===== src/rtl/centroid_div_scheduler.sv =====
// Time-multiplexes one shared divider across the centroid slots: x = x_sum/mass and y = y_sum/mass,
// saturated to the 320x180 frame. Defining CENTROID_DIV_TIMEOUT_EN bounds each wait on the divider.

module centroid_div_scheduler #(
    parameter int NUM_CENTROIDS = 7,
    parameter int SUM_WIDTH     = 24,
    parameter int DIV_TIMEOUT   = 64
) (
    input  logic                               clk_in,
    input  logic                               rst_in,
    input  logic                               start_in,
    input  logic [2:0]                         num_balls,
    input  logic [SUM_WIDTH*NUM_CENTROIDS-1:0] x_sum_in,
    input  logic [SUM_WIDTH*NUM_CENTROIDS-1:0] y_sum_in,
    input  logic [SUM_WIDTH*NUM_CENTROIDS-1:0] mass_in,
    input  logic [9*NUM_CENTROIDS-1:0]         prev_x_in,
    input  logic [8*NUM_CENTROIDS-1:0]         prev_y_in,
    output logic [SUM_WIDTH-1:0]               div_dividend_out,
    output logic [SUM_WIDTH-1:0]               div_divisor_out,
    output logic                               div_valid_out,
    input  logic [SUM_WIDTH-1:0]               div_quotient_in,
    input  logic                               div_valid_in,
    output logic [9*NUM_CENTROIDS-1:0]         centroids_x_out,
    output logic [8*NUM_CENTROIDS-1:0]         centroids_y_out,
    output logic                               done_out,
    output logic                               busy_out,
    output logic                               timeout_err_out
);

    localparam logic [2:0] S_IDLE    = 3'd0;
    localparam logic [2:0] S_ISSUE   = 3'd1;
    localparam logic [2:0] S_WAIT    = 3'd2;
    localparam logic [2:0] S_CAPTURE = 3'd3;
    localparam logic [2:0] S_DONE    = 3'd4;

    localparam int IW = $clog2(NUM_CENTROIDS + 1);
    localparam logic [SUM_WIDTH-1:0] X_MAX = SUM_WIDTH'(319);
    localparam logic [SUM_WIDTH-1:0] Y_MAX = SUM_WIDTH'(179);

    logic [2:0]           state;
    logic [IW-1:0]        idx;
    logic [IW-1:0]        nb_r;
    logic [IW-1:0]        nb_clamp;
    logic [IW-1:0]        idx_inc;
    logic                 op_y;
    logic                 skip_r;
    logic                 timed_out_r;
    logic                 last_idx;
    logic                 publish;
    logic [SUM_WIDTH-1:0] q_r;
    logic [8:0]           x_sat;
    logic [7:0]           y_sat;

    logic [SUM_WIDTH-1:0] x_sum_r  [NUM_CENTROIDS];
    logic [SUM_WIDTH-1:0] y_sum_r  [NUM_CENTROIDS];
    logic [SUM_WIDTH-1:0] mass_r   [NUM_CENTROIDS];
    logic [8:0]           prev_x_r [NUM_CENTROIDS];
    logic [7:0]           prev_y_r [NUM_CENTROIDS];
    logic [8:0]           work_x     [NUM_CENTROIDS];
    logic [7:0]           work_y     [NUM_CENTROIDS];
    logic [8:0]           work_x_nxt [NUM_CENTROIDS];
    logic [7:0]           work_y_nxt [NUM_CENTROIDS];

    assign busy_out = (state != S_IDLE);

    always_comb begin
        nb_clamp = (int'(num_balls) > NUM_CENTROIDS) ? IW'(NUM_CENTROIDS) : IW'(num_balls);
        idx_inc  = idx + IW'(1);
        last_idx = (idx_inc == nb_r);
        x_sat    = (q_r > X_MAX) ? 9'd319 : q_r[8:0];
        y_sat    = (q_r > Y_MAX) ? 8'd179 : q_r[7:0];
        // Results go out on the same edge that enters DONE, so done_out and the data appear together.
        publish  = (state == S_IDLE && start_in && nb_clamp == '0) ||
                   (state == S_CAPTURE && (skip_r || op_y) && last_idx);
    end

    always_comb begin
        // NOTE: every combinational output gets a default first, so no path can infer a latch.
        work_x_nxt = work_x;
        work_y_nxt = work_y;
        if (state == S_IDLE && start_in) begin
            // Every slot starts from its fallback; slots beyond num_balls are never touched again.
            for (int i = 0; i < NUM_CENTROIDS; i++) begin
                work_x_nxt[i] = prev_x_in[i*9 +: 9];
                work_y_nxt[i] = prev_y_in[i*8 +: 8];
            end
        end else if (state == S_CAPTURE) begin
            if (skip_r) begin
                work_x_nxt[idx] = prev_x_r[idx];
                work_y_nxt[idx] = prev_y_r[idx];
            end else if (timed_out_r) begin
                if (op_y) work_y_nxt[idx] = prev_y_r[idx];
                else      work_x_nxt[idx] = prev_x_r[idx];
            end else begin
                if (op_y) work_y_nxt[idx] = y_sat;
                else      work_x_nxt[idx] = x_sat;
            end
        end
    end

`ifdef CENTROID_DIV_TIMEOUT_EN
    localparam int TW = $clog2(DIV_TIMEOUT + 1);
    logic [TW-1:0] wait_cnt;
    logic          timeout_err_r;
    assign timeout_err_out = timeout_err_r;
`else
    // Without the timeout build the flag folds to a constant 0.
    assign timeout_err_out = (DIV_TIMEOUT < 0);
`endif

    // NOTE: sequential state uses non-blocking assignments only, with reset sampled on the clock edge.
    always_ff @(posedge clk_in) begin
        if (rst_in) begin
            state            <= S_IDLE;
            idx              <= '0;
            nb_r             <= '0;
            op_y             <= 1'b0;
            skip_r           <= 1'b0;
            timed_out_r      <= 1'b0;
            q_r              <= '0;
            div_valid_out    <= 1'b0;
            div_dividend_out <= '0;
            div_divisor_out  <= '0;
            done_out         <= 1'b0;
            centroids_x_out  <= '0;
            centroids_y_out  <= '0;
`ifdef CENTROID_DIV_TIMEOUT_EN
            wait_cnt         <= '0;
            timeout_err_r    <= 1'b0;
`endif
        end else begin
            div_valid_out <= 1'b0;
            done_out      <= publish;
            if (publish) begin
                for (int i = 0; i < NUM_CENTROIDS; i++) begin
                    centroids_x_out[i*9 +: 9] <= work_x_nxt[i];
                    centroids_y_out[i*8 +: 8] <= work_y_nxt[i];
                end
            end
            case (state)
                S_IDLE: begin
                    if (start_in) begin
                        nb_r  <= nb_clamp;
                        idx   <= '0;
                        op_y  <= 1'b0;
                        state <= (nb_clamp == '0) ? S_DONE : S_ISSUE;
                    end
                end
                S_ISSUE: begin
                    timed_out_r <= 1'b0;
`ifdef CENTROID_DIV_TIMEOUT_EN
                    wait_cnt    <= '0;
`endif
                    if (mass_r[idx] == '0) begin
                        skip_r <= 1'b1;
                        state  <= S_CAPTURE;
                    end else begin
                        skip_r           <= 1'b0;
                        div_valid_out    <= 1'b1;
                        div_dividend_out <= op_y ? y_sum_r[idx] : x_sum_r[idx];
                        div_divisor_out  <= mass_r[idx];
                        state            <= S_WAIT;
                    end
                end
                S_WAIT: begin
                    if (div_valid_in) begin
                        q_r   <= div_quotient_in;
                        state <= S_CAPTURE;
                    end
`ifdef CENTROID_DIV_TIMEOUT_EN
                    else if (wait_cnt == TW'(DIV_TIMEOUT - 1)) begin
                        timed_out_r   <= 1'b1;
                        timeout_err_r <= 1'b1;
                        state         <= S_CAPTURE;
                    end else begin
                        wait_cnt <= wait_cnt + TW'(1);
                    end
`endif
                end
                S_CAPTURE: begin
                    if (skip_r || op_y) begin
                        op_y <= 1'b0;
                        if (last_idx) begin
                            state <= S_DONE;
                        end else begin
                            idx   <= idx_inc;
                            state <= S_ISSUE;
                        end
                    end else begin
                        op_y  <= 1'b1;
                        state <= S_ISSUE;
                    end
                end
                S_DONE:  state <= S_IDLE;
                default: state <= S_IDLE;
            endcase
        end
    end

    // NOTE: operand and working arrays are pure datapath, fully loaded before use, so they carry no reset.
    always_ff @(posedge clk_in) begin
        if (state == S_IDLE && start_in) begin
            for (int i = 0; i < NUM_CENTROIDS; i++) begin
                x_sum_r[i]  <= x_sum_in[i*SUM_WIDTH +: SUM_WIDTH];
                y_sum_r[i]  <= y_sum_in[i*SUM_WIDTH +: SUM_WIDTH];
                mass_r[i]   <= mass_in[i*SUM_WIDTH +: SUM_WIDTH];
                prev_x_r[i] <= prev_x_in[i*9 +: 9];
                prev_y_r[i] <= prev_y_in[i*8 +: 8];
            end
        end
        work_x <= work_x_nxt;
        work_y <= work_y_nxt;
    end

endmodule


===== config.mk =====
export PLATFORM = sky130hd
export DESIGN_NAME = centroid_div_scheduler
export DESIGN_NICKNAME = d
export VERILOG_FILES = /design/src/rtl/centroid_div_scheduler.sv
export SDC_FILE = /design/constraint.sdc
export NUM_CORES = 1
export LEC_CHECK = 0
export CAP_MARGIN = 20
export CORE_AREA = 2 2 321 323
export DETAILED_ROUTE_END_ITERATION = 10
export DIE_AREA = 0 0 323 325
export SETUP_SLACK_MARGIN = 0.1
export SYNTH_ARGS = -nofsm -noshare
export SYNTH_HDL_FRONTEND = slang
export SYNTH_SLANG_ARGS = --single-unit

===== constraint.sdc =====
create_clock -name clk_in -period 29.9 [get_ports clk_in]
set_input_delay 8.97 -clock clk_in [delete_from_list [all_inputs] [get_ports clk_in]]
set_output_delay 8.97 -clock clk_in [all_outputs]
set_load 0.01 [all_outputs]

==> flow_metrics.tcl <==
set metrics [dict create \
    status "finished clean" \
    hold_slack_ps 450 \
    clock_skew_ps 25.2 \
    tns_ps 0 \
    drive_above_1_share_pct 9.84 \
    grt_overflow_total 0 \
    wl_per_cell_um 26.4 \
    tightest_slew_ps 1240 \
    period_needed_ps 14110 \
    fp.dieW_um 323 \
    crit_type "primary input to flop" \
    area_growth_pct 33.3 \
    grt_use_total_pct 25.2 \
    synth_cell_types 71 \
    hold_viol_final 0 \
    r2r-end "y_sum_r[5][15]$_DFFE_PP_" \
    die_y_um 325 \
    final_max_slew_viol_count 0 \
    hp-start "centroids_x_out[24]$_SDFFE_PP0P_" \
    rsz0062_at_grt "no" \
    cts_setup_buffers 0 \
    hold_class "flop to flop" \
    core_um2 101000 \
    die_area_um2 105000 \
    synthArstFlopShare_pct 0 \
    synth.avg_cell_area_um2 13.1 \
    synth_enable_flop_cells 623 \
    cts_sinks 949 \
    insertion_delay_ps 690 \
    fin_area_um2 51100 \
    finalWirelength_mm 136 \
    nets 4340 \
    port_buffers 823 \
    postCtsHoldBufs 0 \
    n_fill_cell 9005 \
    fmax_mhz 70.9 \
    synthCells 2928 \
    hold_end "centroids_x_out[24]$_SDFFE_PP0P_" \
    ant_nets 0 \
    syn_area_um2 38400 \
    vdd_drop_max_mv 0.0497 \
    critPathLaunchType "primary input" \
    grt_antenna_before_repair 36 \
    place_hpwl_mm 97.1 \
    via_count 28200 \
    clk_path_buf_depth 3 \
    finalCoreUtilization_pct 50.5 \
    arrival_ps 14420 \
    cp_max_fo 96 \
    drtIter0Drc 2685 \
    io_pins 825 \
    grt_first_pass_wirelength_mm 193 \
    yosysSeqAreaShare_pct 65.8 \
    finalCritPeriodShare_pct 47.2 \
    syn-num-nets 3583 \
    drt_first_pass_iters 5 \
    synth-seq-cells 949 \
    yosys_warnings 0 \
    cts_tree "built" \
    p_leak_nw 17.6 \
    grt_pass1_vias 27600 \
    r2r_setup_slack_ps 23950 \
    cts_max_level 3 \
    synth_ff_type "edfxtp_1" \
    slew_headroom_pct 17.2 \
    cp-end-kind "flop" \
    maxCapViolCount 0 \
    drc_errors 0 \
    post_cts_resize_count 0 \
    cts_root_buf "clkbuf_16" \
    grt_max_degree 156 \
    r2r_start "state[1]$_SDFFE_PP0P_" \
    rows 117 \
    reg2regPathDepth 7 \
    clk_pin_slew_ps 60 \
    post_drt_via_cell_ratio 5.47 \
    dpl_cell_area_um2 47800 \
    required_ps 30210 \
    setup_viol 0 \
    cts_buffers 103 \
    power.density_nw_per_um2 68.9 \
    min_path_cells 2 \
    place_congestion 0.871 \
    initial_core_util_pct 37.9 \
]
[metal layers]
layer | part of all wire, % | global-route usage, %
met1 | 40 | 32.1
met4 | 2.9 | 7.60
met5 | 0.11 | 0
met2 | 48 | 41.8
met3 | 8.9 | 6.94
[power by group]
part	switching (mW)	total, mW	internal [mW]	leakage [nW]
registers	0.0790	1.71	1.63	8.61
clock network	0.533	1.25	0.718	1.62
logic	0.328	0.566	0.237	7.32
[how the worst max path moves through the flow]
| stage | from | end | slack (ps) | cells after the start |
|---|---|---|---|---|
| floorplan | start_in | mass_r[0][0]$_DFFE_PP_ | 2060 | 5 |
| global placement | start_in | x_sum_r[1][10]$_DFFE_PP_ | 15160 | 8 |
| detailed placement | start_in | x_sum_r[1][10]$_DFFE_PP_ | 15110 | 8 |
| CTS | start_in | x_sum_r[4][12]$_DFFE_PP_ | 15850 | 8 |
| global route | start_in | x_sum_r[6][12]$_DFFE_PP_ | 15520 | 8 |
| finish | start_in | y_sum_r[5][15]$_DFFE_PP_ | 15790 | 8 |
[flip-flops by register name, indices dropped and copies added, names as in the netlist, named ones only]
name,cells
mass_r,168
idx,3
done_out,1
work_y,56
div_dividend_out,24
q_r,24
work_x,63
div_valid_out,1
nb_r,3
state,3
x_sum_r,168
op_y,1
y_sum_r,168
centroids_x_out,63
prev_x_r,63
div_divisor_out,24
skip_r,1
centroids_y_out,56
prev_y_r,56
[through the flow]
stage,setup slack (ps),total power [mW],std cells
3_3_place_gp,15160,2.28,4946
4_1_cts,15850,3.54,5138
5_1_grt,15520,3.65,5154
6_report,15790,3.52,5155
3_5_place_dp,15110,2.29,4946
2_1_floorplan,2060,2.14,2928
[cell families after synthesis]
family,after synthesis,share of synthesized area (%)
flip-flops,949,65.8
AND/OR/NAND/NOR,752,8.55
AO/OA/AOI/OAI,717,12.0
multiplexers,276,10.9
buffers and inverters,227,2.64
XOR/XNOR,5,0.114
adder cells (fa/ha/maj),1,0.0326
other,1,0.00978
[cell type report]
class	count	area [µm²]	share of cell area (%)
clock buffer	157	3000	5.86
inverter	15	66.3	0.130
tap	1368	1710	3.35
clock inverter	35	314	0.614
antenna	15	37.5	0.0734
timing repair buffer	864	8580	16.8
sequential	949	25200	49.4
multi-input combinational	1752	12200	23.8
[cells in the final DEF (no fill, tap or decap), types with 11 or more instances in the layout]
| master | instances |
|---|---|
| or3_1 | 22 |
| o211ai_1 | 43 |
| nor4_1 | 15 |
| nand4_1 | 11 |
| clkbuf_8 | 14 |
| clkinv_2 | 14 |
| and3_1 | 31 |
| clkbuf_1 | 34 |
| mux2i_1 | 130 |
| clkdlybuf4s50_1 | 822 |
| a211o_1 | 11 |
| o21a_1 | 33 |
| buf_4 | 39 |
| a21oi_1 | 174 |
| a221oi_1 | 31 |
| o221ai_1 | 13 |
| edfxtp_1 | 623 |
| o22ai_1 | 85 |
| nor2_1 | 204 |
| nand2_1 | 360 |
| nand3_1 | 31 |
| a31oi_1 | 38 |
| nand2b_1 | 18 |
| mux4_2 | 109 |
| diode_2 | 15 |
| a21o_1 | 31 |
| clkbuf_16 | 106 |
| a22oi_1 | 28 |
| mux2_2 | 27 |
| dfxtp_1 | 321 |
| o21ai_0 | 151 |
[synthesized netlist by cell type (6+ instances only)]
cell	n	area, µm²
a211o_1	11	96.3
a21o_1	31	233
a21oi_1	174	871
a221o_1	9	90.1
a221oi_1	31	272
a22o_1	6	52.6
a22oi_1	28	210
a311oi_1	10	87.6
a31oi_1	38	238
and2_1	10	62.6
and3_1	31	194
buf_1	15	56.3
buf_2	19	95.1
buf_4	12	90.1
buf_6	8	90.1
clkbuf_1	156	586
dfxtp_1	326	6530
edfxtp_1	623	18700
inv_1	12	45.0
mux2_1	9	101
mux2_2	27	304
mux2i_1	130	1300
mux4_2	109	2450
nand2_1	361	1360
nand2b_1	18	113
nand3_1	31	155
nand4_1	11	68.8
nor2_1	205	769
nor2b_1	9	56.3
nor3_1	11	55.1
nor3b_1	8	60.1
nor4_1	15	93.8
o211a_1	7	70.1
o211ai_1	43	323
o21a_1	33	248
o21ai_0	151	756
o221ai_1	13	114
o22ai_1	85	532
o31ai_1	8	60.1
or3_1	23	144
[critical path, stage by stage]
cell,delay [ps]
clkdlybuf4s50_1,470
nand2b_1,80
or3_4,590
inv_8,540
buf_4,750
buf_4,810
buf_4,940
buf_4,950
Note: power is estimated with default switching activity, not from simulation.
